===== src/rtl/mem_dump_if.sv =====
// rtl/mem_dump_if.sv - memory requester and UART transmit bundle used by mem_dump
interface mem_dump_if #(
  parameter int ADDR_WIDTH = 24,
  parameter int DATA_WIDTH = 16
);
  logic [ADDR_WIDTH-1:0] mem_addr;
  logic [DATA_WIDTH-1:0] mem_data_in;
  logic                  mem_r_en;
  logic                  mem_w_en;
  logic [DATA_WIDTH-1:0] mem_data_out;
  logic                  mem_rdy;
  logic                  mem_cplt;
  logic [7:0]            serial_data_out;
  logic                  serial_out_en;
  logic                  serial_out_rdy;

  // the dump engine: issues reads and transmit strobes
  modport master (
    output mem_addr, mem_data_in, mem_r_en, mem_w_en, serial_data_out, serial_out_en,
    input  mem_data_out, mem_rdy, mem_cplt, serial_out_rdy
  );

  // the memory controller port and the UART transmitter
  modport slave (
    input  mem_addr, mem_data_in, mem_r_en, mem_w_en, serial_data_out, serial_out_en,
    output mem_data_out, mem_rdy, mem_cplt, serial_out_rdy
  );
endinterface


===== src/rtl/mem_dump.sv =====
// rtl/mem_dump.sv - reads a word range from SDRAM and streams it out the UART with a checksum
module mem_dump #(
  parameter int ADDR_WIDTH    = 24,
  parameter int DATA_WIDTH    = 16,
  parameter int COUNT_WIDTH   = 16,
  parameter int SEND_CHECKSUM = 1
) (
  input  logic                   clk,
  input  logic                   rst_n,
  input  logic                   start,
  input  logic [ADDR_WIDTH-1:0]  start_addr,
  input  logic [COUNT_WIDTH-1:0] word_count,
  output logic                   busy,
  output logic                   done,
  mem_dump_if.master             bus
);

  typedef enum logic [3:0] {
    IDLE,
    RD_REQ,
    RD_WAIT,
    TX_HI,
    TX_HI_GAP,
    TX_LO,
    TX_LO_GAP,
    TX_SUM,
    TX_SUM_GAP,
    FINISH
  } state_t;

  state_t                 state_q;
  logic                   busy_q;
  logic                   done_q;
  logic [ADDR_WIDTH-1:0]  addr_q;
  logic [COUNT_WIDTH-1:0] remaining_q;
  logic [7:0]             checksum_q;
  logic [DATA_WIDTH-1:0]  data_q;
  logic [7:0]             sdo_q;

  logic                   tx_state;
  logic                   tx_fire;
  logic [7:0]             tx_byte;

  // select the byte belonging to the current transmit state
  always_comb begin
    tx_byte = checksum_q;
    case (state_q)
      TX_HI:   tx_byte = data_q[DATA_WIDTH-1 -: 8];
      TX_LO:   tx_byte = data_q[7:0];
      default: tx_byte = checksum_q;
    endcase
  end

  // strobes are qualified by the handshake in the same cycle so no cycle is lost
  assign tx_state = (state_q == TX_HI) || (state_q == TX_LO) || (state_q == TX_SUM);
  assign tx_fire  = tx_state && bus.serial_out_rdy;

  assign bus.mem_addr        = addr_q;
  assign bus.mem_data_in     = '0;
  assign bus.mem_w_en        = 1'b0;
  assign bus.mem_r_en        = (state_q == RD_REQ) && bus.mem_rdy;
  assign bus.serial_out_en   = tx_fire;
  // the last strobed byte is held through the gap and wait states
  assign bus.serial_data_out = tx_fire ? tx_byte : sdo_q;
  assign busy                = busy_q;
  assign done                = done_q;

  // dump sequencer: one outstanding read, then high byte, low byte, and finally the checksum
  always_ff @(posedge clk) begin
    if (!rst_n) begin
      state_q     <= IDLE;
      busy_q      <= 1'b0;
      done_q      <= 1'b0;
      addr_q      <= '0;
      remaining_q <= '0;
      checksum_q  <= '0;
      data_q      <= '0;
      sdo_q       <= '0;
    end else begin
      case (state_q)
        IDLE: begin
          done_q <= 1'b0;
          if (start) begin
            addr_q      <= start_addr;
            remaining_q <= word_count;
            checksum_q  <= '0;
            if (word_count != '0) begin
              busy_q  <= 1'b1;
              state_q <= RD_REQ;
            end else if (SEND_CHECKSUM != 0) begin
              busy_q  <= 1'b1;
              state_q <= TX_SUM;
            end else begin
              // nothing to send at all: report completion straight away
              busy_q  <= 1'b0;
              done_q  <= 1'b1;
              state_q <= FINISH;
            end
          end
        end
        RD_REQ: begin
          if (bus.mem_rdy) begin
            // a completion coinciding with the request is taken here
            if (bus.mem_cplt) begin
              data_q  <= bus.mem_data_out;
              state_q <= TX_HI;
            end else begin
              state_q <= RD_WAIT;
            end
          end
        end
        RD_WAIT: begin
          if (bus.mem_cplt) begin
            data_q  <= bus.mem_data_out;
            state_q <= TX_HI;
          end
        end
        TX_HI: begin
          if (bus.serial_out_rdy) begin
            sdo_q      <= tx_byte;
            checksum_q <= checksum_q + tx_byte;
            state_q    <= TX_HI_GAP;
          end
        end
        TX_HI_GAP: begin
          state_q <= TX_LO;
        end
        TX_LO: begin
          if (bus.serial_out_rdy) begin
            sdo_q      <= tx_byte;
            checksum_q <= checksum_q + tx_byte;
            state_q    <= TX_LO_GAP;
          end
        end
        TX_LO_GAP: begin
          remaining_q <= remaining_q - COUNT_WIDTH'(1);
          addr_q      <= addr_q + ADDR_WIDTH'(1);
          if (remaining_q != COUNT_WIDTH'(1)) begin
            state_q <= RD_REQ;
          end else if (SEND_CHECKSUM != 0) begin
            state_q <= TX_SUM;
          end else begin
            busy_q  <= 1'b0;
            done_q  <= 1'b1;
            state_q <= FINISH;
          end
        end
        TX_SUM: begin
          if (bus.serial_out_rdy) begin
            sdo_q   <= tx_byte;
            state_q <= TX_SUM_GAP;
          end
        end
        TX_SUM_GAP: begin
          busy_q  <= 1'b0;
          done_q  <= 1'b1;
          state_q <= FINISH;
        end
        FINISH: begin
          done_q  <= 1'b0;
          state_q <= IDLE;
        end
        default: begin
          busy_q  <= 1'b0;
          done_q  <= 1'b0;
          state_q <= IDLE;
        end
      endcase
    end
  end

endmodule


===== src/flat_wrapper.sv =====
// flat-port wrapper written by rule: the top's interface ports become plain ports
module mem_dump_flat 
#(
  parameter int ADDR_WIDTH    = 24,
  parameter int DATA_WIDTH    = 16,
  parameter int COUNT_WIDTH   = 16,
  parameter int SEND_CHECKSUM = 1
)
  (clk, rst_n, start, start_addr, word_count, busy, done, bus_mem_addr, bus_mem_data_in, bus_mem_r_en, bus_mem_w_en, bus_serial_data_out, bus_serial_out_en, bus_mem_data_out, bus_mem_rdy, bus_mem_cplt, bus_serial_out_rdy);
  mem_dump_if #(.ADDR_WIDTH(ADDR_WIDTH), .DATA_WIDTH(DATA_WIDTH)) bus_i ();
  input  logic clk;
  input  logic rst_n;
  input  logic start;
  input  logic [ADDR_WIDTH-1:0] start_addr;
  input  logic [COUNT_WIDTH-1:0] word_count;
  output logic busy;
  output logic done;
  output wire logic [$bits(bus_i.mem_addr)-1:0] bus_mem_addr;
  output wire logic [$bits(bus_i.mem_data_in)-1:0] bus_mem_data_in;
  output wire logic [$bits(bus_i.mem_r_en)-1:0] bus_mem_r_en;
  output wire logic [$bits(bus_i.mem_w_en)-1:0] bus_mem_w_en;
  output wire logic [$bits(bus_i.serial_data_out)-1:0] bus_serial_data_out;
  output wire logic [$bits(bus_i.serial_out_en)-1:0] bus_serial_out_en;
  input wire logic [$bits(bus_i.mem_data_out)-1:0] bus_mem_data_out;
  input wire logic [$bits(bus_i.mem_rdy)-1:0] bus_mem_rdy;
  input wire logic [$bits(bus_i.mem_cplt)-1:0] bus_mem_cplt;
  input wire logic [$bits(bus_i.serial_out_rdy)-1:0] bus_serial_out_rdy;
  assign bus_mem_addr = bus_i.mem_addr;
  assign bus_mem_data_in = bus_i.mem_data_in;
  assign bus_mem_r_en = bus_i.mem_r_en;
  assign bus_mem_w_en = bus_i.mem_w_en;
  assign bus_serial_data_out = bus_i.serial_data_out;
  assign bus_serial_out_en = bus_i.serial_out_en;
  assign bus_i.mem_data_out = bus_mem_data_out;
  assign bus_i.mem_rdy = bus_mem_rdy;
  assign bus_i.mem_cplt = bus_mem_cplt;
  assign bus_i.serial_out_rdy = bus_serial_out_rdy;
  mem_dump #(.ADDR_WIDTH(ADDR_WIDTH), .DATA_WIDTH(DATA_WIDTH), .COUNT_WIDTH(COUNT_WIDTH), .SEND_CHECKSUM(SEND_CHECKSUM)) u_core (.clk(clk), .rst_n(rst_n), .start(start), .start_addr(start_addr), .word_count(word_count), .busy(busy), .done(done), .bus(bus_i));
endmodule

===== config.mk =====
export PLATFORM = sky130hd
export DESIGN_NAME = mem_dump_flat
export DESIGN_NICKNAME = d
export VERILOG_FILES = /design/src/rtl/mem_dump_if.sv /design/src/rtl/mem_dump.sv /design/src/flat_wrapper.sv
export SDC_FILE = /design/constraint.sdc
export NUM_CORES = 1
export LEC_CHECK = 0
export ABC_CLOCK_PERIOD_IN_PS = 4100
export BUFFER_PORTS_ARGS = -buffer_cell sky130_fd_sc_hd__buf_2
export CAP_MARGIN = 10
export CELL_PAD_IN_SITES_DETAIL_PLACEMENT = 1
export CELL_PAD_IN_SITES_GLOBAL_PLACEMENT = 1
export CORE_UTILIZATION = 35
export DETAILED_ROUTE_END_ITERATION = 12
export PLACE_DENSITY_LB_ADDON = 0.1
export REMOVE_ABC_BUFFERS = 1
export SLEW_MARGIN = 10
export SYNTH_ARGS = -nofsm -noshare
export SYNTH_HDL_FRONTEND = slang
export SYNTH_SLANG_ARGS = --single-unit
export TNS_END_PERCENT = 30

===== constraint.sdc =====
create_clock -name clk -period 4.1 [get_ports clk]
set_clock_uncertainty 0.1 [all_clocks]
set_input_delay 0.41 -clock clk [delete_from_list [all_inputs] [get_ports clk]]
set_output_delay 0.41 -clock clk [all_outputs]
set_load 0.02 [all_outputs]

==> out/results.tsv, run 1 <==
stage	metric	value	unit
global_route	Total GRT Usage	22.2	%
global_route	vias in the first global route	4500	
drt	Vias	4474	
floorplanning	core area	0.0123	mm^2
clocking	Worst-path clk slew	0.06	ns
layout	fillcell total	1517	
clocking	CTS tree	done	
floorplanning	die width	115	um
drt	DR vias/cell	5.50	
timing	Peak Freq	285	MHz
drt	final wirelength	14.0	mm
global_route	initial antenna violation count	0	
layout	number of nets in the layout	714	
floorplanning	Initial Util	36.5	%
synth	gate count of the mapped netlist	560	
global_route	grt total ovfl	0	
power_and_ir_drop	Sw Ratio	39.6	%
power_and_ir_drop	leakage power	2.19	nW
place	hpwl dp	10.1	mm
layout	commonest non-fill, non-tap cell in the layout	buf_2	
timing	# setup viols final	0	
clocking	clock buffer count from CTS	9	
layout	area of the multi-input gates	0.00266	mm^2
clocking	Clock Tree Buf Depth	2	
drt	DRT Pass-1 Iters	4	
place	port bufs	97	
floorplanning	boundary pin count	115	
timing	Fin. Hold Viols	0	
power_and_ir_drop	PwrDens	604	mW/mm^2
timing	setup TNS	0	ns
clocking	cts hold-fix bufs	0	
synth	Post-synth ARST share	0	%
synth	register bit total from synthesis	78	
floorplanning	Die ar.	0.0132	mm^2
min_path	hold path cells	3	
clocking	H-tree depth	3	
critical_path	slowest CP cell	dfxtp_1	
layout	final cell count without fillers	814	
global_route	first-pass GRT wire length	23.0	mm
timing	Least-Margin Pin Slew	0.988	ns
critical_path	crit-path leading delay family	compound AO/OA/AOI/OAI gates	
synth	post-synthesis average cell area	7.99	um^2
layout	Area growth syn-to-layout	20.3	%
clocking	Gates resized, CTS repair	0	
layout	final instance area	0.00538	mm^2
clocking	postcts setup bufs	0	
timing	final period utilization	85.5	%
clocking	Worst-Skew Late Latency	0.35	ns
critical_path	crit path max fanout	23	
power_and_ir_drop	Internal	0.00196	W
synth	sequential area share after synthesis	34.9	%
power_and_ir_drop	Tot Pwr	0.00325	W
place	Area after DPL	0.00505	mm^2
drt	# DRC	0	
floorplanning	die height	115	um
synth	Synth Flop Type	dfxtp_1	
critical_path	WP depth	10	
critical_path	Worst setup SP type	register	
layout	final core utilization	43.9	%
power_and_ir_drop	Logic pwr share	39.0	%
drt	Antenna Nets Post-Route	0	
timing	RSZ-0062 raised after global routing	no	
min_path	Hold WC Path Type	primary input to register	
power_and_ir_drop	clock share of power	27.7	%
synth	synth unique cells	64	
critical_path	crit-path cells	nand4bb_1 -> nor2_1 -> a211oi_1 -> ha_1 -> a21o_1 -> a2111oi_0 -> buf_4 -> a21oi_1 -> xor2_1 -> o21ai_0	
synth	Warnings, synthesis	0	
layout	# diodes	0	
place	placed cell count	798	
floorplanning	row count	40	
critical_path	CP Capture Type	register	
power_and_ir_drop	Flop pwr share	33.3	%
drt	Initial DRC Count	187	
layout	most frequent cells in the layout	buf_2, dfxtp_1, a21oi_1, nor2_1, nand2_1	
synth	Syn Std Cell Area	0.00448	mm^2
place	gpl congestion	0.815	
timing	post-route minimum period	3.51	ns
layout	FF/Latch Area	0.00156	mm^2
drt	WL/cell	17.2	um
timing	Final Max Slew Viols	0	
critical_path	R2R depth	10	
layout	fraction of layout cells with a size suffix above 1	22.6	%
critical_path	CP Buf/Inv Count	1	
critical_path	WP data required	4.27	ns
power_and_ir_drop	Peak VDD IR	0.000203	V
flow_run	maxcap violations	0	
clocking	CTS Sinks	78	
global_route	pin count of the biggest net entering global routing	46	
run_status	outcome	completed	
clocking	clk root buf	clkbuf_16	
power_and_ir_drop	Net Switching	0.00129	W
timing	Worst slew margin	33.9	%
critical_path	crit-path max cell delay	0.81	ns
synth	Post-synth EDFFs	0	
critical_path	CP Class	register to register	
critical_path	critical path arrival	3.68	ns
-- metal layers --
metal  global-route usage, %  vias up  share of wire [%]
met1                    30.4     2156                 48
met3                    3.16       17                3.4
met2                    35.7       88                 47
met4                    7.88        0                1.5
met5                       0        -                  0
li1                        -     2213                  -
-- worst min-delay path: cells and delay by family --
family	cells	cell delay [ns]
and+or+nand+nor	1	0.04
AOI/OAI and AO/OA	1	0.05
buffers and inverters	1	0.09
-- registers in the layout (all words and copies together), names as in the netlist --
name	count
u_core.data_q	16
u_core.done	1
u_core.checksum_q	8
u_core.remaining_q	16
u_core.state_q	4
u_core.bus.mem_addr	24
u_core.sdo_q	8
u_core.busy	1
-- worst paths after layout --
path,startpoint,to,slack (ns)
setup / recovery,u_core.state_q[1],u_core.checksum_q[7],0.59
hold / removal,start_addr[12],u_core.bus.mem_addr[12],0.20
setup reg to reg,u_core.state_q[1],u_core.checksum_q[7],0.59
hold reg to reg,u_core.remaining_q[3],u_core.remaining_q[3],0.40
-- power by group through the flow --
| stage | Clock, W | Combinational (W) | Sequential (W) |
|---|---|---|---|
| finish | 0.000902 | 0.00127 | 0.00108 |
| global route | 0.000952 | 0.00141 | 0.00111 |
| CTS | 0.000921 | 0.00128 | 0.00108 |
| detailed placement | 0 | 0.00127 | 0.00110 |
| global placement | 0 | 0.00124 | 0.00109 |
| floorplan | 0 | 0.000792 | 0.00112 |
-- Yosys cell counts, types with 3 or more instances --
library cell	number	area, um^2
dfxtp_1	78	1560
a21oi_1	66	330
nor2_1	64	240
clkbuf_1	31	116
nand2_1	28	105
nand3_1	21	105
o21ai_0	21	105
buf_4	17	128
mux2i_1	17	170
nor3_1	17	85.1
and2_1	13	81.3
nor4_1	12	75.1
a211oi_1	11	82.6
a31oi_1	11	68.8
mux2_2	11	124
ha_1	10	125
inv_1	10	37.5
o211ai_1	9	67.6
o22ai_1	9	56.3
nand4_1	8	50.1
and3_1	7	43.8
or3_1	7	43.8
a22oi_1	6	45.0
buf_2	5	25.0
o311ai_0	5	43.8
nand2b_1	4	25.0
nand3b_1	3	22.5
nor2b_1	3	18.8
or2_2	3	18.8
or4_1	3	22.5
xnor2_1	3	26.3
-- final cells by class --
type	instances	area share [%]
inverters	12	0.837
multi-input cells	431	49.3
flip-flops and latches	78	29.0
clock buffers	13	5.02
clock inverters	3	1.21
repair buffers	109	10.7
well taps	168	3.90
-- cells by family (layout without fill, tap and decap cells) --
logic type,Yosys count,in the layout,synth area share [%]
other,1,17,0.0838
AOI/OAI and AO/OA,166,166,23.4
muxes,28,28,6.57
DFF,78,78,34.9
and+or+nand+nor,204,204,23.5
adders and majority gates,11,11,3.24
xor gates and xnor gates,5,5,0.978
buffers and inverters,67,137,7.35
-- metrics by stage --
stage / hold slack [ns] / setup WS [ns]
3_5_place_dp: 0.384 / 0.622
4_1_cts: 0.203 / 0.600
3_3_place_gp: 0.367 / 0.732
2_1_floorplan: 0.355 / 0.995
5_1_grt: 0.216 / 0.312
6_report: 0.202 / 0.593
Power figures use the tool's default switching activity.
==> run 2, diff against run 1 <==
--- a/config.mk
+++ b/config.mk
@@ -12,4 +12,5 @@
 export CELL_PAD_IN_SITES_GLOBAL_PLACEMENT = 1
 export CORE_UTILIZATION = 35
+export CTS_CLUSTER_DIAMETER = 120
 export DETAILED_ROUTE_END_ITERATION = 12
 export PLACE_DENSITY_LB_ADDON = 0.1
==> constraint.sdc (replaced) <==
create_clock -name clk -period 4.1 [get_ports clk]
set_clock_uncertainty 0.1 [all_clocks]
set_input_delay 0.205 -clock clk [delete_from_list [all_inputs] [get_ports clk]]
set_output_delay 0.205 -clock clk [all_outputs]
set_load 0.02 [all_outputs]
==> out/results.tsv, run 2 (synthesis results as in run 1) <==
stage	metric	value	unit	change
power_and_ir_drop	Tot Pwr	0.00316	W	-2.9%
timing	Least-Margin Pin Slew	0.959	ns	-0.0284 ns
global_route	Total GRT Usage	22.0	%	-0.29 points
drt	final wirelength	14.1	mm	+0.65%
clocking	Clock Tree Buf Depth	2		unchanged
timing	Peak Freq	287	MHz	+0.50%
floorplanning	die width	115	um	unchanged
power_and_ir_drop	leakage power	2.18	nW	-0.46%
global_route	first-pass GRT wire length	22.6	mm	-1.7%
critical_path	critical path arrival	3.65	ns	-0.03 ns
critical_path	Worst setup SP type	register		
timing	fin worst setup slack	0.610	ns	+0.0173 ns
critical_path	flop2flop setup slack	0.61	ns	+0.02 ns
min_path	hold_sp	bus_mem_data_out[5]		
timing	Fin. Hold Viols	0		unchanged
clocking	cts hold-fix bufs	3		+3
clocking	clock buffer count from CTS	9		unchanged
critical_path	R2R depth	10		unchanged
layout	most frequent cells in the layout	buf_2, dfxtp_1, a21oi_1, nor2_1, nand2_1		
drt	Initial DRC Count	213		+14%
layout	FF/Latch Area	0.00156	mm^2	unchanged
critical_path	launching point of the worst reg2reg path	u_core.state_q[0]		
clocking	CTS tree	done		
clocking	CTS Sinks	78		unchanged
drt	# DRC	0		unchanged
power_and_ir_drop	Peak VDD IR	0.000237	V	+17%
clocking	postcts setup bufs	0		unchanged
layout	commonest non-fill, non-tap cell in the layout	buf_2		
floorplanning	die height	115	um	unchanged
floorplanning	core area	0.0123	mm^2	unchanged
clocking	Gates resized, CTS repair	0		unchanged
min_path	hold path cells	3		unchanged
global_route	initial antenna violation count	0		unchanged
critical_path	CP Capture Type	register		
timing	setup TNS	0	ns	unchanged
layout	# diodes	0		unchanged
global_route	pin count of the biggest net entering global routing	46		unchanged
drt	WL/cell	17.2	um	+0.40%
timing	Worst slew margin	36.0	%	+2.1 points
global_route	vias in the first global route	4474		-0.58%
floorplanning	Die ar.	0.0132	mm^2	unchanged
place	gpl congestion	0.867		+6.5%
timing	post-route minimum period	3.49	ns	-0.0173 ns
timing	RSZ-0062 raised after global routing	no		
min_path	hold endpoint	u_core.data_q[5]		
place	hpwl dp	10.2	mm	+1.2%
critical_path	WP data required	4.26	ns	about the same
flow_run	maxcap violations	0		unchanged
floorplanning	row count	40		unchanged
global_route	grt total ovfl	0		unchanged
critical_path	worst r2r dst	u_core.checksum_q[7]		
critical_path	CP Class	register to register		
place	pre-CTS setup slack	0.694	ns	+0.0716 ns
clocking	Worst-Skew Late Latency	0.34	ns	about the same
timing	# setup viols final	0		unchanged
layout	area of the multi-input gates	0.00266	mm^2	unchanged
drt	Antenna Nets Post-Route	0		unchanged
floorplanning	Initial Util	36.5	%	unchanged
layout	fillcell total	1513		-0.26%
run_status	outcome	completed		
floorplanning	boundary pin count	115		unchanged
place	port bufs	97		unchanged
layout	number of nets in the layout	716		+0.28%
min_path	Hold WC Path Type	primary input to register		
power_and_ir_drop	PwrDens	588	mW/mm^2	-2.7%
timing	final period utilization	85.1	%	-0.42 points
drt	Vias	4510		+0.80%
clocking	Worst-path clk slew	0.06	ns	about the same
critical_path	crit path max fanout	21		-8.7%
timing	Final Max Slew Viols	0		unchanged
layout	Largest register FFs	24		unchanged
layout	fraction of layout cells with a size suffix above 1	22.5	%	-0.070 points
clocking	clk root buf	clkbuf_16		
drt	DRT Pass-1 Iters	4		unchanged
layout	Area growth syn-to-layout	20.0	%	
clocking	H-tree depth	3		unchanged
drt	DR vias/cell	5.53		+0.56%
run 2: cell types whose count changed in the layout (fill, tap and decap cells not counted), sizes merged:
cell         previous run  this run
clkinvlp                0         1
clkinv                  2         5
clkbuf                 13        10
dlygate4sd3             0         3
buf                   109       108
bufinv                  2         1
run 2: worst max-delay path by stage:
| stage | startpoint | end | cells after the start |
|---|---|---|---|
| 6_report | u_core.state_q[0] | u_core.checksum_q[7] | 10 |
| 5_1_grt | u_core.state_q[1] | u_core.checksum_q[7] | 10 |
| 4_1_cts | u_core.state_q[0] | u_core.checksum_q[7] | 10 |
| 3_5_place_dp | u_core.state_q[0] | u_core.checksum_q[7] | 10 |
| 3_3_place_gp | u_core.state_q[0] | u_core.checksum_q[7] | 10 |
| 2_1_floorplan | u_core.state_q[0] | u_core.checksum_q[7] | 9 |
run 2: area by class of cell:
class,count,area share [%]
inverters,12,0.839
clock buffers,10,4.45
multi-input cells,431,49.5
repair buffers,111,11.1
well taps,168,3.91
flip-flops and latches,78,29.1
clock inverters,6,1.14
run 2: critical path, cell delays in order, from the launching register on:
cell and delay [ns]:
dfxtp_1 0.71, or3b_2 0.62, o22ai_1 0.19, a211oi_1 0.13, ha_1 0.38, and3_1 0.20, a2111oi_0 0.47, buf_4 0.21
a21oi_1 0.07, xor2_1 0.16, o21ai_0 0.16
run 2: where the power goes:
| group | switching [W] | internal [W] |
|---|---|---|
| Clock | 0.000322 | 0.000486 |
| Sequential | 0.000206 | 0.000899 |
| Combinational | 0.000767 | 0.000478 |
run 2: stage by stage:
stage | instances | util [%] | hold slack, ns | cell area (um^2)
global placement | 797 | 41.1 | 0.340 | 5040
finish | 816 | 43.8 | 0.00258 | 5370
global route | 816 | 43.8 | 0.00229 | 5370
detailed placement | 797 | 41.1 | 0.353 | 5040
floorplan | 521 | - | 0.227 | 4250
CTS | 816 | 43.8 | 0.000322 | 5370
run 2: per-layer routing:
| layer | wire, um | track usage, % | part of all wire (%) |
|---|---|---|---|
| met3 | 566 | 4.01 | 4.0 |
| met4 | 171 | 6.23 | 1.2 |
| met2 | 6680 | 37.2 | 48 |
| met5 | 0 | 0 | 0 |
| met1 | 6640 | 28.5 | 47 |
==> run 3, diff against run 2 <==
ABC_AREA = 1   (was not set)
==> out/results.tsv, run 3 <==
stage	metric	value	unit	change
clocking	Worst-path clk slew	0.06	ns	about the same
synth	area leader, netlist	dfxtp_1		
timing	# setup viols final	0		unchanged
place	port bufs	97		unchanged
clocking	H-tree depth	3		unchanged
power_and_ir_drop	Peak VDD IR	0.000269	V	+13%
synth	Post-synth ARST share	0	%	unchanged
drt	DRT Pass-1 Iters	4		unchanged
place	placed cell count	1041		+31%
floorplanning	core area	0.0135	mm^2	+9.7%
global_route	grt peak-use layer	met2		
synth	Syn Std Cell Area	0.00492	mm^2	+9.9%
min_path	hold_sp	bus_mem_data_out[2]		
clocking	clk root buf	clkbuf_16		
critical_path	CP Class	register to register		
timing	Least-Margin Pin Slew	0.575	ns	-0.384 ns
timing	post-route minimum period	2.74	ns	-0.752 ns
place	hpwl dp	11.6	mm	+14%
timing	Final Max Slew Viols	0		unchanged
floorplanning	row count	42		+5.0%
clocking	postcts setup bufs	0		unchanged
layout	commonest non-fill, non-tap cell in the layout	nand2_1		
timing	Fin. Hold Viols	0		unchanged
flow_run	maxcap violations	0		unchanged
critical_path	WP data required	4.28	ns	+0.02 ns
critical_path	crit path max fanout	7		-67%
timing	setup TNS	0	ns	unchanged
synth	post-synthesis average cell area	6.22	um^2	-22%
clocking	cts hold-fix bufs	0		-3
layout	final core utilization	42.9	%	-0.95 points
clocking	CTS Sinks	78		unchanged
drt	Antenna Nets Post-Route	0		unchanged
place	gpl congestion	0.828		-4.5%
clocking	clock buffer count from CTS	9		unchanged
drt	# DRC	0		unchanged
global_route	met3 Use GR	2.92	%	-1.1 points
layout	most frequent cells in the layout	nand2_1, nor2_1, buf_2, dfxtp_1, inv_1		
synth	synth unique cells	40		-38%
layout	final cell count without fillers	1057		+30%
timing	Peak Freq	365	MHz	+27%
layout	# diodes	0		unchanged
global_route	first-pass GRT wire length	25.1	mm	+11%
global_route	M2 GR Usage	39.5	%	+2.2 points
min_path	Hold WC Path Type	primary input to register		
drt	DR vias/cell	5.01		-9.3%
global_route	vias in the first global route	5238		+17%
synth	most frequent cells after synthesis	nand2_1, nor2_1, dfxtp_1, inv_1, nand3_1		
critical_path	Worst setup SP type	register		
clocking	CTS tree	done		
timing	final period utilization	66.8	%	-18 points
synth	most common cell in the netlist	nand2_1		
synth	register bit total from synthesis	78		unchanged
power_and_ir_drop	leakage power	2.70	nW	+24%
critical_path	CP Capture Type	register		
clocking	Gates resized, CTS repair	0		unchanged
synth	sequential area share after synthesis	31.7	%	-3.1 points
layout	number of nets in the layout	949		+33%
synth	top post-synthesis cells by area	dfxtp_1, nand2_1, nor2_1		
critical_path	critical path arrival	2.92	ns	-0.73 ns
floorplanning	Initial Util	36.6	%	+0.069 points
drt	Initial DRC Count	211		-0.94%
synth	top cell type's share of synthesized area	31.7	%	-3.1 points
timing	Worst slew margin	61.6	%	+26 points
timing	RSZ-0062 raised after global routing	no		
drt	final wirelength	15.4	mm	+9.3%
run_status	outcome	completed		
floorplanning	boundary pin count	115		unchanged
global_route	pin count of the biggest net entering global routing	48		+4.3%
critical_path	launching point of the worst reg2reg path	u_core.state_q[2]		
drt	Vias	5300		+18%
layout	fraction of layout cells with a size suffix above 1	16.2	%	-6.3 points
global_route	grt total ovfl	0		unchanged
clocking	Worst-Skew Late Latency	0.35	ns	about the same
layout	Largest register FFs	24		unchanged
synth	Warnings, synthesis	0		unchanged
synth	gate count of the mapped netlist	791		+41%
global_route	Total GRT Usage	22.0	%	about the same
power_and_ir_drop	PwrDens	532	mW/mm^2	-9.5%
floorplanning	die height	121	um	+4.8%
layout	Area growth syn-to-layout	17.2	%	
synth	Synth Flop Type	dfxtp_1		
critical_path	CP startpoint	u_core.state_q[2]		
drt	WL/cell	14.5	um	-16%
clocking	Clock Tree Buf Depth	2		unchanged
synth	Post-synth EDFFs	0		unchanged
global_route	met1 Usage GRT	26.2	%	-2.3 points
floorplanning	Die ar.	0.0145	mm^2	+9.7%
floorplanning	die width	121	um	+4.8%
global_route	initial antenna violation count	0		unchanged
-- run 3: cell types whose count changed in the layout (fill, tap and decap cells not counted), moves of 12 or more --
cell     previous run  this run
nor2_1             64       121
o21ai_0            21        47
nand3_1            21        59
and2_1             13         0
nand2_1            28       222
mux2i_1            17         0
inv_1              10        73
nor4_1             12         0
-- run 3: worst max-delay path: stages, from the launching register on --
cell,delay [ns]
dfxtp_1,0.46
inv_1,0.10
nor2_1,0.18
nand2_2,0.11
inv_1,0.19
nand2_1,0.08
nand3_1,0.07
o21ai_0,0.08
inv_1,0.08
ha_1,0.16
inv_1,0.05
fa_1,0.38
inv_1,0.11
nand4_1,0.11
nand3_1,0.11
or2_2,0.11
nand3_1,0.06
a21oi_1,0.12
-- run 3: final timing paths --
kind,endpoint,cells after the start,slack [ns]
worst max-delay path,u_core.checksum_q[6],17,1.36
worst min-delay path,u_core.data_q[2],3,0.01
worst max register to register,u_core.checksum_q[6],17,1.36
worst min register to register,u_core.busy,2,0.37
-- run 3: final cells by class --
type / count / area [um^2]
multi-input cells: 607 / 2860
inverters: 82 / 310
flip-flops and latches: 78 / 1560
clock inverters: 7 / 98.8
repair buffers: 98 / 493
fillers: 1874 / 7690
well taps: 176 / 220
clock buffers: 9 / 225
-- run 3: kinds of logic (layout without fill, tap and decap cells) --
| group | Yosys count | count (layout) | synth area share (%) |
|---|---|---|---|
| AOI/OAI and AO/OA | 134 | 134 | 15.0 |
| DFF | 78 | 78 | 31.7 |
| and+or+nand+nor | 435 | 435 | 37.0 |
| other | 1 | 17 | 0.0762 |
| buffers and inverters | 122 | 196 | 11.4 |
| adders and majority gates | 11 | 11 | 2.95 |
| xor gates and xnor gates | 10 | 10 | 1.78 |
-- run 3: per-layer routing --
layer	wire length, um	vias up	part of all wire (%)
li1	-	2682	-
met1	7000	2494	46
met5	0	-	0
met3	454	25	3.0
met4	349	0	2.3
met2	7560	99	49
-- run 3: report_power, final --
group | switching (W) | internal [W]
combinational | 0.000766 | 0.000359
sequential | 0.000151 | 0.000905
clock | 0.000350 | 0.000534
-- run 3: per-stage QoR --
stage	total power (W)	hold WS (ns)	setup slack, ns	area (um^2)
after floorplan	0.00183	0.203	1.75	4730
after global placement	0.00216	0.350	1.54	5440
after detailed placement	0.00220	0.367	1.39	5440
after CTS	0.00311	0.000690	1.36	5770
after global routing	0.00330	0.0255	1.07	5770
final	0.00307	0.0104	1.36	5770
